### src/rtl/wb_gp_arb_if.sv
// Bus bundle for the GP write-port arbiter: WB write, two late requesters,
// regfile write port and pending-target status.
interface wb_gp_arb_if #(
  parameter int DATA_W = 24,
  parameter int TGT_W  = 4,
  parameter int DEPTH  = 4
);
  localparam int CNT_W = $clog2(DEPTH) + 1;

  logic              iw_wb_we;
  logic [TGT_W-1:0]  iw_wb_addr;
  logic [DATA_W-1:0] iw_wb_data;

  logic              iw_req0_valid, iw_req1_valid;
  logic [TGT_W-1:0]  iw_req0_addr,  iw_req1_addr;
  logic [DATA_W-1:0] iw_req0_data,  iw_req1_data;
  logic              ow_req0_ready, ow_req1_ready;

  logic              ow_gp_write_enable;
  logic [TGT_W-1:0]  ow_gp_write_addr;
  logic [DATA_W-1:0] ow_gp_write_data;

  logic [(1<<TGT_W)-1:0] ow_pend_mask;
  logic [CNT_W-1:0]      ow_count;
  logic                  ow_full;

  modport slave (
    input  iw_wb_we, iw_wb_addr, iw_wb_data,
    input  iw_req0_valid, iw_req0_addr, iw_req0_data,
    input  iw_req1_valid, iw_req1_addr, iw_req1_data,
    output ow_req0_ready, ow_req1_ready,
    output ow_gp_write_enable, ow_gp_write_addr, ow_gp_write_data,
    output ow_pend_mask, ow_count, ow_full
  );

  modport master (
    output iw_wb_we, iw_wb_addr, iw_wb_data,
    output iw_req0_valid, iw_req0_addr, iw_req0_data,
    output iw_req1_valid, iw_req1_addr, iw_req1_data,
    input  ow_req0_ready, ow_req1_ready,
    input  ow_gp_write_enable, ow_gp_write_addr, ow_gp_write_data,
    input  ow_pend_mask, ow_count, ow_full
  );
endinterface

### src/rtl/wb_gp_arb.sv
// GP regfile write-port arbiter: WB always wins, late results are queued in a
// small FIFO (with WB-supersede kill) and drained on WB-idle cycles.

// One FIFO entry {live, addr, data}.
module wb_gp_arb_slot #(
  parameter int DATA_W = 24,
  parameter int TGT_W  = 4
) (
  input  logic              clk,
  input  logic              rst_n,
  input  logic              wr_en,
  input  logic              wr_live,
  input  logic [TGT_W-1:0]  wr_addr,
  input  logic [DATA_W-1:0] wr_data,
  input  logic              pop_en,
  input  logic              kill_en,
  input  logic [TGT_W-1:0]  kill_addr,
  output logic              live,
  output logic [TGT_W-1:0]  addr,
  output logic [DATA_W-1:0] data
);
  // write and pop never hit the same slot in one cycle (wptr==rptr implies
  // empty or full), and pops only happen while WB is idle so never race a kill
  always_ff @(posedge clk or negedge rst_n) begin
    if (!rst_n) begin
      live <= 1'b0;
      addr <= '0;
      data <= '0;
    end else if (wr_en) begin
      live <= wr_live;
      addr <= wr_addr;
      data <= wr_data;
    end else if (pop_en) begin
      live <= 1'b0;
    end else if (kill_en && addr == kill_addr) begin
      live <= 1'b0;
    end
  end
endmodule

module wb_gp_arb #(
  parameter int DATA_W = 24,
  parameter int TGT_W  = 4,
  parameter int DEPTH  = 4   // power of 2, >= 2
) (
  input  logic        iw_clk,
  input  logic        iw_rst_n,
  wb_gp_arb_if.slave  bus
);
  localparam int PTR_W = $clog2(DEPTH);
  localparam int CNT_W = PTR_W + 1;
  localparam int NTGT  = 1 << TGT_W;

  logic [PTR_W-1:0] wptr, rptr;
  logic [CNT_W-1:0] cnt;
  logic             r_last;

  logic                          not_full, gnt0, gnt1, push, pop, wb_en;
  logic [TGT_W-1:0]              push_addr;
  logic [DATA_W-1:0]             push_data;
  logic                          push_live;
  logic [DEPTH-1:0]              s_live;
  logic [DEPTH-1:0][TGT_W-1:0]   s_addr;
  logic [DEPTH-1:0][DATA_W-1:0]  s_data;
  logic [NTGT-1:0]               mask;

  // everything combinational is gated by reset so outputs read idle in reset
  assign wb_en    = iw_rst_n & bus.iw_wb_we;
  assign not_full = cnt < CNT_W'(DEPTH);
  assign gnt0 = iw_rst_n & not_full & bus.iw_req0_valid & (~bus.iw_req1_valid |  r_last);
  assign gnt1 = iw_rst_n & not_full & bus.iw_req1_valid & (~bus.iw_req0_valid | ~r_last);
  assign push = gnt0 | gnt1;
  assign pop  = iw_rst_n & ~bus.iw_wb_we & (cnt != '0);

  assign push_addr = gnt1 ? bus.iw_req1_addr : bus.iw_req0_addr;
  assign push_data = gnt1 ? bus.iw_req1_data : bus.iw_req0_data;
  // an entry enqueued on the same edge as a matching WB write is born dead
  assign push_live = ~(wb_en && bus.iw_wb_addr == push_addr);

  for (genvar g = 0; g < DEPTH; g++) begin : g_slot
    wb_gp_arb_slot #(.DATA_W(DATA_W), .TGT_W(TGT_W)) u_slot (
      .clk      (iw_clk),
      .rst_n    (iw_rst_n),
      .wr_en    (push && wptr == PTR_W'(g)),
      .wr_live  (push_live),
      .wr_addr  (push_addr),
      .wr_data  (push_data),
      .pop_en   (pop && rptr == PTR_W'(g)),
      .kill_en  (wb_en),
      .kill_addr(bus.iw_wb_addr),
      .live     (s_live[g]),
      .addr     (s_addr[g]),
      .data     (s_data[g])
    );
  end

  always_comb begin
    bus.ow_gp_write_enable = 1'b0;
    bus.ow_gp_write_addr   = '0;
    bus.ow_gp_write_data   = '0;
    if (wb_en) begin
      bus.ow_gp_write_enable = 1'b1;
      bus.ow_gp_write_addr   = bus.iw_wb_addr;
      bus.ow_gp_write_data   = bus.iw_wb_data;
    end else if (pop) begin
      bus.ow_gp_write_enable = s_live[rptr];
      bus.ow_gp_write_addr   = s_addr[rptr];
      bus.ow_gp_write_data   = s_data[rptr];
    end
  end

  always_comb begin
    mask = '0;
    for (int k = 0; k < DEPTH; k++)
      if (s_live[k]) mask[s_addr[k]] = 1'b1;
  end

  always_ff @(posedge iw_clk or negedge iw_rst_n) begin
    if (!iw_rst_n) begin
      wptr   <= '0;
      rptr   <= '0;
      cnt    <= '0;
      r_last <= 1'b1;
    end else begin
      if (push) begin
        wptr   <= wptr + PTR_W'(1);
        r_last <= gnt1;
      end
      if (pop) rptr <= rptr + PTR_W'(1);
      case ({push, pop})
        2'b10:   cnt <= cnt + CNT_W'(1);
        2'b01:   cnt <= cnt - CNT_W'(1);
        default: cnt <= cnt;
      endcase
    end
  end

  assign bus.ow_req0_ready = gnt0;
  assign bus.ow_req1_ready = gnt1;
  assign bus.ow_pend_mask  = mask;
  assign bus.ow_count      = cnt;
  assign bus.ow_full       = cnt == CNT_W'(DEPTH);
endmodule

### src/flat_wrapper.sv
// flat-port wrapper written by rule: the top's interface ports become plain ports
module wb_gp_arb_flat 
#(
  parameter int DATA_W = 24,
  parameter int TGT_W  = 4,
  parameter int DEPTH  = 4                      
)
  (iw_clk, iw_rst_n, bus_iw_wb_we, bus_iw_wb_addr, bus_iw_wb_data, bus_iw_req0_valid, bus_iw_req0_addr, bus_iw_req0_data, bus_iw_req1_valid, bus_iw_req1_addr, bus_iw_req1_data, bus_ow_req0_ready, bus_ow_req1_ready, bus_ow_gp_write_enable, bus_ow_gp_write_addr, bus_ow_gp_write_data, bus_ow_pend_mask, bus_ow_count, bus_ow_full);
  wb_gp_arb_if #(.DATA_W(DATA_W), .TGT_W(TGT_W), .DEPTH(DEPTH)) bus_i ();
  input  logic iw_clk;
  input  logic iw_rst_n;
  input wire logic [$bits(bus_i.iw_wb_we)-1:0] bus_iw_wb_we;
  input wire logic [$bits(bus_i.iw_wb_addr)-1:0] bus_iw_wb_addr;
  input wire logic [$bits(bus_i.iw_wb_data)-1:0] bus_iw_wb_data;
  input wire logic [$bits(bus_i.iw_req0_valid)-1:0] bus_iw_req0_valid;
  input wire logic [$bits(bus_i.iw_req0_addr)-1:0] bus_iw_req0_addr;
  input wire logic [$bits(bus_i.iw_req0_data)-1:0] bus_iw_req0_data;
  input wire logic [$bits(bus_i.iw_req1_valid)-1:0] bus_iw_req1_valid;
  input wire logic [$bits(bus_i.iw_req1_addr)-1:0] bus_iw_req1_addr;
  input wire logic [$bits(bus_i.iw_req1_data)-1:0] bus_iw_req1_data;
  output wire logic [$bits(bus_i.ow_req0_ready)-1:0] bus_ow_req0_ready;
  output wire logic [$bits(bus_i.ow_req1_ready)-1:0] bus_ow_req1_ready;
  output wire logic [$bits(bus_i.ow_gp_write_enable)-1:0] bus_ow_gp_write_enable;
  output wire logic [$bits(bus_i.ow_gp_write_addr)-1:0] bus_ow_gp_write_addr;
  output wire logic [$bits(bus_i.ow_gp_write_data)-1:0] bus_ow_gp_write_data;
  output wire logic [$bits(bus_i.ow_pend_mask)-1:0] bus_ow_pend_mask;
  output wire logic [$bits(bus_i.ow_count)-1:0] bus_ow_count;
  output wire logic [$bits(bus_i.ow_full)-1:0] bus_ow_full;
  assign bus_i.iw_wb_we = bus_iw_wb_we;
  assign bus_i.iw_wb_addr = bus_iw_wb_addr;
  assign bus_i.iw_wb_data = bus_iw_wb_data;
  assign bus_i.iw_req0_valid = bus_iw_req0_valid;
  assign bus_i.iw_req0_addr = bus_iw_req0_addr;
  assign bus_i.iw_req0_data = bus_iw_req0_data;
  assign bus_i.iw_req1_valid = bus_iw_req1_valid;
  assign bus_i.iw_req1_addr = bus_iw_req1_addr;
  assign bus_i.iw_req1_data = bus_iw_req1_data;
  assign bus_ow_req0_ready = bus_i.ow_req0_ready;
  assign bus_ow_req1_ready = bus_i.ow_req1_ready;
  assign bus_ow_gp_write_enable = bus_i.ow_gp_write_enable;
  assign bus_ow_gp_write_addr = bus_i.ow_gp_write_addr;
  assign bus_ow_gp_write_data = bus_i.ow_gp_write_data;
  assign bus_ow_pend_mask = bus_i.ow_pend_mask;
  assign bus_ow_count = bus_i.ow_count;
  assign bus_ow_full = bus_i.ow_full;
  wb_gp_arb #(.DATA_W(DATA_W), .TGT_W(TGT_W), .DEPTH(DEPTH)) u_core (.iw_clk(iw_clk), .iw_rst_n(iw_rst_n), .bus(bus_i));
endmodule
### config.mk
export PLATFORM = sky130hd
export DESIGN_NAME = wb_gp_arb_flat
export DESIGN_NICKNAME = d
export VERILOG_FILES = /design/src/rtl/wb_gp_arb_if.sv /design/src/rtl/wb_gp_arb.sv /design/src/flat_wrapper.sv
export SDC_FILE = /design/constraint.sdc
export NUM_CORES = 1
export LEC_CHECK = 0
export CORE_ASPECT_RATIO = 0.7
export CORE_UTILIZATION = 25
export DETAILED_ROUTE_END_ITERATION = 7
export GPL_ROUTABILITY_DRIVEN = 0
export PLACE_DENSITY = 0.55
export SYNTH_ARGS = -nofsm -noshare
export SYNTH_HDL_FRONTEND = slang
export SYNTH_SLANG_ARGS = --single-unit
### constraint.sdc
create_clock -name iw_clk -period 2.4 [get_ports iw_clk]
set_input_delay 0.48 -clock iw_clk [delete_from_list [all_inputs] [get_ports iw_clk]]
set_output_delay 0.48 -clock iw_clk [all_outputs]
set_load 0.05 [all_outputs]
==> metrics.md <==
| Metric | Value |
|---|---|
| Status | `finished with violations` |
| Failing checks | `negative setup slack` |
| Number of synthesized flops with an enable pin | `0` |
| Worst min-delay path category | `input pin to asynchronous set/reset pin` |
| Total wire length | `21.2 mm` |
| Worst-path clk slew | `60 ps` |
| Worst R2R Setup Slack | `440 ps` |
| Pre-CTS WS | `roughly 22 ps` |
| Clk_skew | `10.1 ps` |
| Initial Util | `25.5%` |
| Final Cycle Share | `104%` |
| Switching part of the total | `roughly 39%` |
| First-pass GRT wire length | `between 30 and 40 mm` |
| Core footprint | `0.0268 mm2` |
| Sequential fraction of the synthesis area | `45.3%` |
| Worst reg2reg path depth | `9` |
| Worst reg2reg endpoint | `u_core.bus.ow_count[2]` |
| I/O Buffers | `between 100 and 150` |
| Syn Inst Count | `687` |
| Clock root cell | `clkbuf_16` |
| Slowest CP cell | `mux4_2` |
| HPWL Detailed | `15.3 mm` |
| Worst Path Buf+Inv | `2` |
| Remaining antenna violation count | `0` |
| Synth Net Count | `786` |
| CP endpoint kind | `output port` |
| Max rail drop VDD | `just over 700 uV` |
| Global route overflow | `0` |
| Worst Path Arrival | `around 2000 ps` |
| Avg Cell Area, Syn | `approximately 10 um2` |
| NumNets Final | `951` |
| Critical Path Fanout Max | `12` |
| Vias | `5,857` |
| Max-cap violations | `0` |
| Net Sw Power | `around 5.2 mW` |
| Largest net degree at the start of global routing | `between 60 and 70` |
| Slew HR | `44.9%` |
| Cts bufs inserted | `17` |
| IO Count | `140` |
| Synth top area cells | `dfrtp_1 (45%), mux4_2 (9.5%), o21ai_0 (8.9%), nand2_1 (7.4%), mux2i_1 (3.8%)` |
| CTS sink count | `124` |
| All-Layer GR Usage | `15.7%` |
| Share of the synthesized area in the top cell type | `roughly 45%` |
| Final Critical Period | `2510 ps` |
| Setup tns final | `-1610 ps` |
| Slew Viols, Final | `0` |
| Antenna violations before repair | `1` |
| Fmax | `around 400 MHz` |
| Leakage | `about 4.5 nW` |
| CP peak stage delay | `570 ps` |
| Htree depth | `4` |
| FFs w/ async S/R, synth | `100%` |
| Seq pwr share | `29.8%` |
| Tot Pwr | `13.5 mW` |
| Worst Setup SP | `u_core.rptr[0]` |
| Worst path top cell family by delay | `multiplexers` |
| Final WS setup | `-108 ps` |
| Drt via density | `~4.8` |
| # setup viols final | `26` |
| Die X | `200 um` |
| CP Cell Sequence | `buf_8 -> mux4_2 -> a22o_1 -> buf_12` |
| Final Hold Viols | `0` |
| Power Dens Cells | `1300 mW/mm2` |
| Crit path kind | `flip-flop to output port` |
| Std cell rows | `50` |
| DRC | `0` |
| Worst EP required | `1920 ps` |
| Routed len/inst | `17.2 um` |
| Top cell type by total area after synthesis | `dfrtp_1` |
| Skew-Pair Late Insertion Delay | `430 ps` |
| Launch point of the worst reg-to-reg path | `u_core.bus.ow_count[2]` |
| Post-synthesis cell type count | `49` |
| Most common cell after layout, fill and taps aside | `nand2_1` |
| CTS tree | `yes` |
| P_int | `between 8 and 9 mW` |
| Most frequent cells in the layout | `nand2_1 (129), o21ai_0 (119), dfrtp_1 (111), clkdlybuf4s50_1 (90), buf_12 (56)` |
| CP Launch Type | `flip-flop` |
| Share of cells above drive strength 1 | `24.7%` |
| Die Height | `141 um` |
| RSZ-0062 raised after global routing | `true` |
| 1st-iter DRT viols | `370` |
| Die footprint | `~0.028 mm2` |
| Cell area after synthesis | `0.00685 mm2` |
| Layout area overhead | `51.0%` |
| Worst setup path endpoint | `bus_ow_gp_write_data[15]` |
| Vias in the first global route | `5,675` |
| Longest Clk Path Bufs | `2` |
| Layout Utilization | `38.6%` |
| Most used DFF post-synth | `dfrtp_1` |
| Register bit total from synthesis | `124` |
| Cell count along the critical path | `4` |
| Clock power share | `21.5%` |
| Comb pwr share | `about half` |
| DRT Pass-1 Iters | `4` |
| Slew at the pin closest to its max-slew limit | `827 ps` |
| Synth warnings | `0` |
[kinds of logic (layout without fill, tap and decap cells)]
group / Yosys count / count (layout) / synth area share, %
mux: 55 / 55 / 13.3
flops: 124 / 124 / 45.3
xor+xnor: 21 / 21 / 2.68
compound gates: 201 / 201 / 18.5
simple gates: 208 / 208 / 14.0
buf+inv: 68 / 246 / 4.18
fa+ha+maj: 10 / 10 / 1.94
other cells: 0 / 1 / 0
[metrics by stage]
| step | hold slack (ps) | cells | instance area (um2) |
|---|---|---|---|
| finish | 75.5 | 1230 | 10300 |
| global route | 58.1 | 1229 | 10300 |
| global placement | 317 | 1188 | 9440 |
| detailed placement | 316 | 1188 | 9440 |
| CTS | 51.6 | 1225 | 10300 |
| floorplan | 184 | 687 | 6860 |
[synth_stat cells, drive strengths merged, types with 11 or more instances]
master	number
inv	15
dfrtp	123
mux4	29
nor2	14
o21ai	122
nand2	136
buf	19
xor2	14
mux2i	26
nor2b	11
clkbuf	34
a22o	26
[layer usage]
| layer | part of all wire (%) | track usage, % |
|---|---|---|
| met5 | 0 | 0 |
| met4 | 0.51 | 3.13 |
| met3 | 6.9 | 4.41 |
| met2 | 42 | 22.0 |
| met1 | 51 | 23.7 |
[power by group through the flow]
stage | logic [mW] | registers [mW] | clock network, mW
floorplan | 3.93 | 3.65 | 0
global placement | 6.17 | 3.95 | 0
detailed placement | 6.27 | 3.98 | 0
CTS | 6.53 | 3.99 | 2.96
global route | 7.07 | 4.15 | 3.07
finish | 6.57 | 4.02 | 2.91
[registers in the layout (all words and copies together), names as in the netlist]
register / count
u_core.bus.ow_count: 3
u_core.g_slot.u_slot.addr: 16
u_core.r_last: 1
u_core.g_slot.u_slot.live: 4
u_core.g_slot.u_slot.data: 96
u_core.wptr: 2
u_core.rptr: 2
[worst min-delay path by stage]
stage               startpoint                endpoint  slack [ps]  depth (start not counted)
floorplan             iw_rst_n  u_core.bus.ow_count[0]         180                          0
global placement      iw_rst_n  u_core.bus.ow_count[2]         320                          1
detailed placement    iw_rst_n  u_core.bus.ow_count[2]         320                          1
CTS                   iw_rst_n           u_core.r_last          50                          1
global route          iw_rst_n           u_core.r_last          60                          1
finish                iw_rst_n           u_core.r_last          80                          1
[worst register-to-register path: cells and delay by family (launching register included)]
family / cells / cell delay [ps]
XOR/XNOR: 2 / 290
buffers and inverters: 2 / 220
AO/OA/AOI/OAI: 1 / 70
AND/OR/NAND/NOR: 2 / 300
adder cells (fa/ha/maj): 2 / 580
flip-flops: 1 / 440
[repair_timing]
item                                   4_1_cts  5_1_grt
pin swaps                                    1        1
setup buffers                                2        4
endpoints found under the hold margin        1        0
setup endpoints to repair                   39       39
hold buffers                                 1        0
resized for setup                           22       10
gates cloned                                 2        0
[cell type report]
| cell class | instances | area [um2] |
|---|---|---|
| multi-input combinational | 495 | 3580 |
| tap | 364 | 455 |
| clock buffer | 19 | 453 |
| fill | 2606 | 16500 |
| inverter | 15 | 56.3 |
| sequential | 124 | 3120 |
| timing repair buffer | 199 | 2470 |
| antenna | 1 | 2.50 |
| clock inverter | 13 | 211 |
Note: power is estimated with default switching activity, not from simulation.
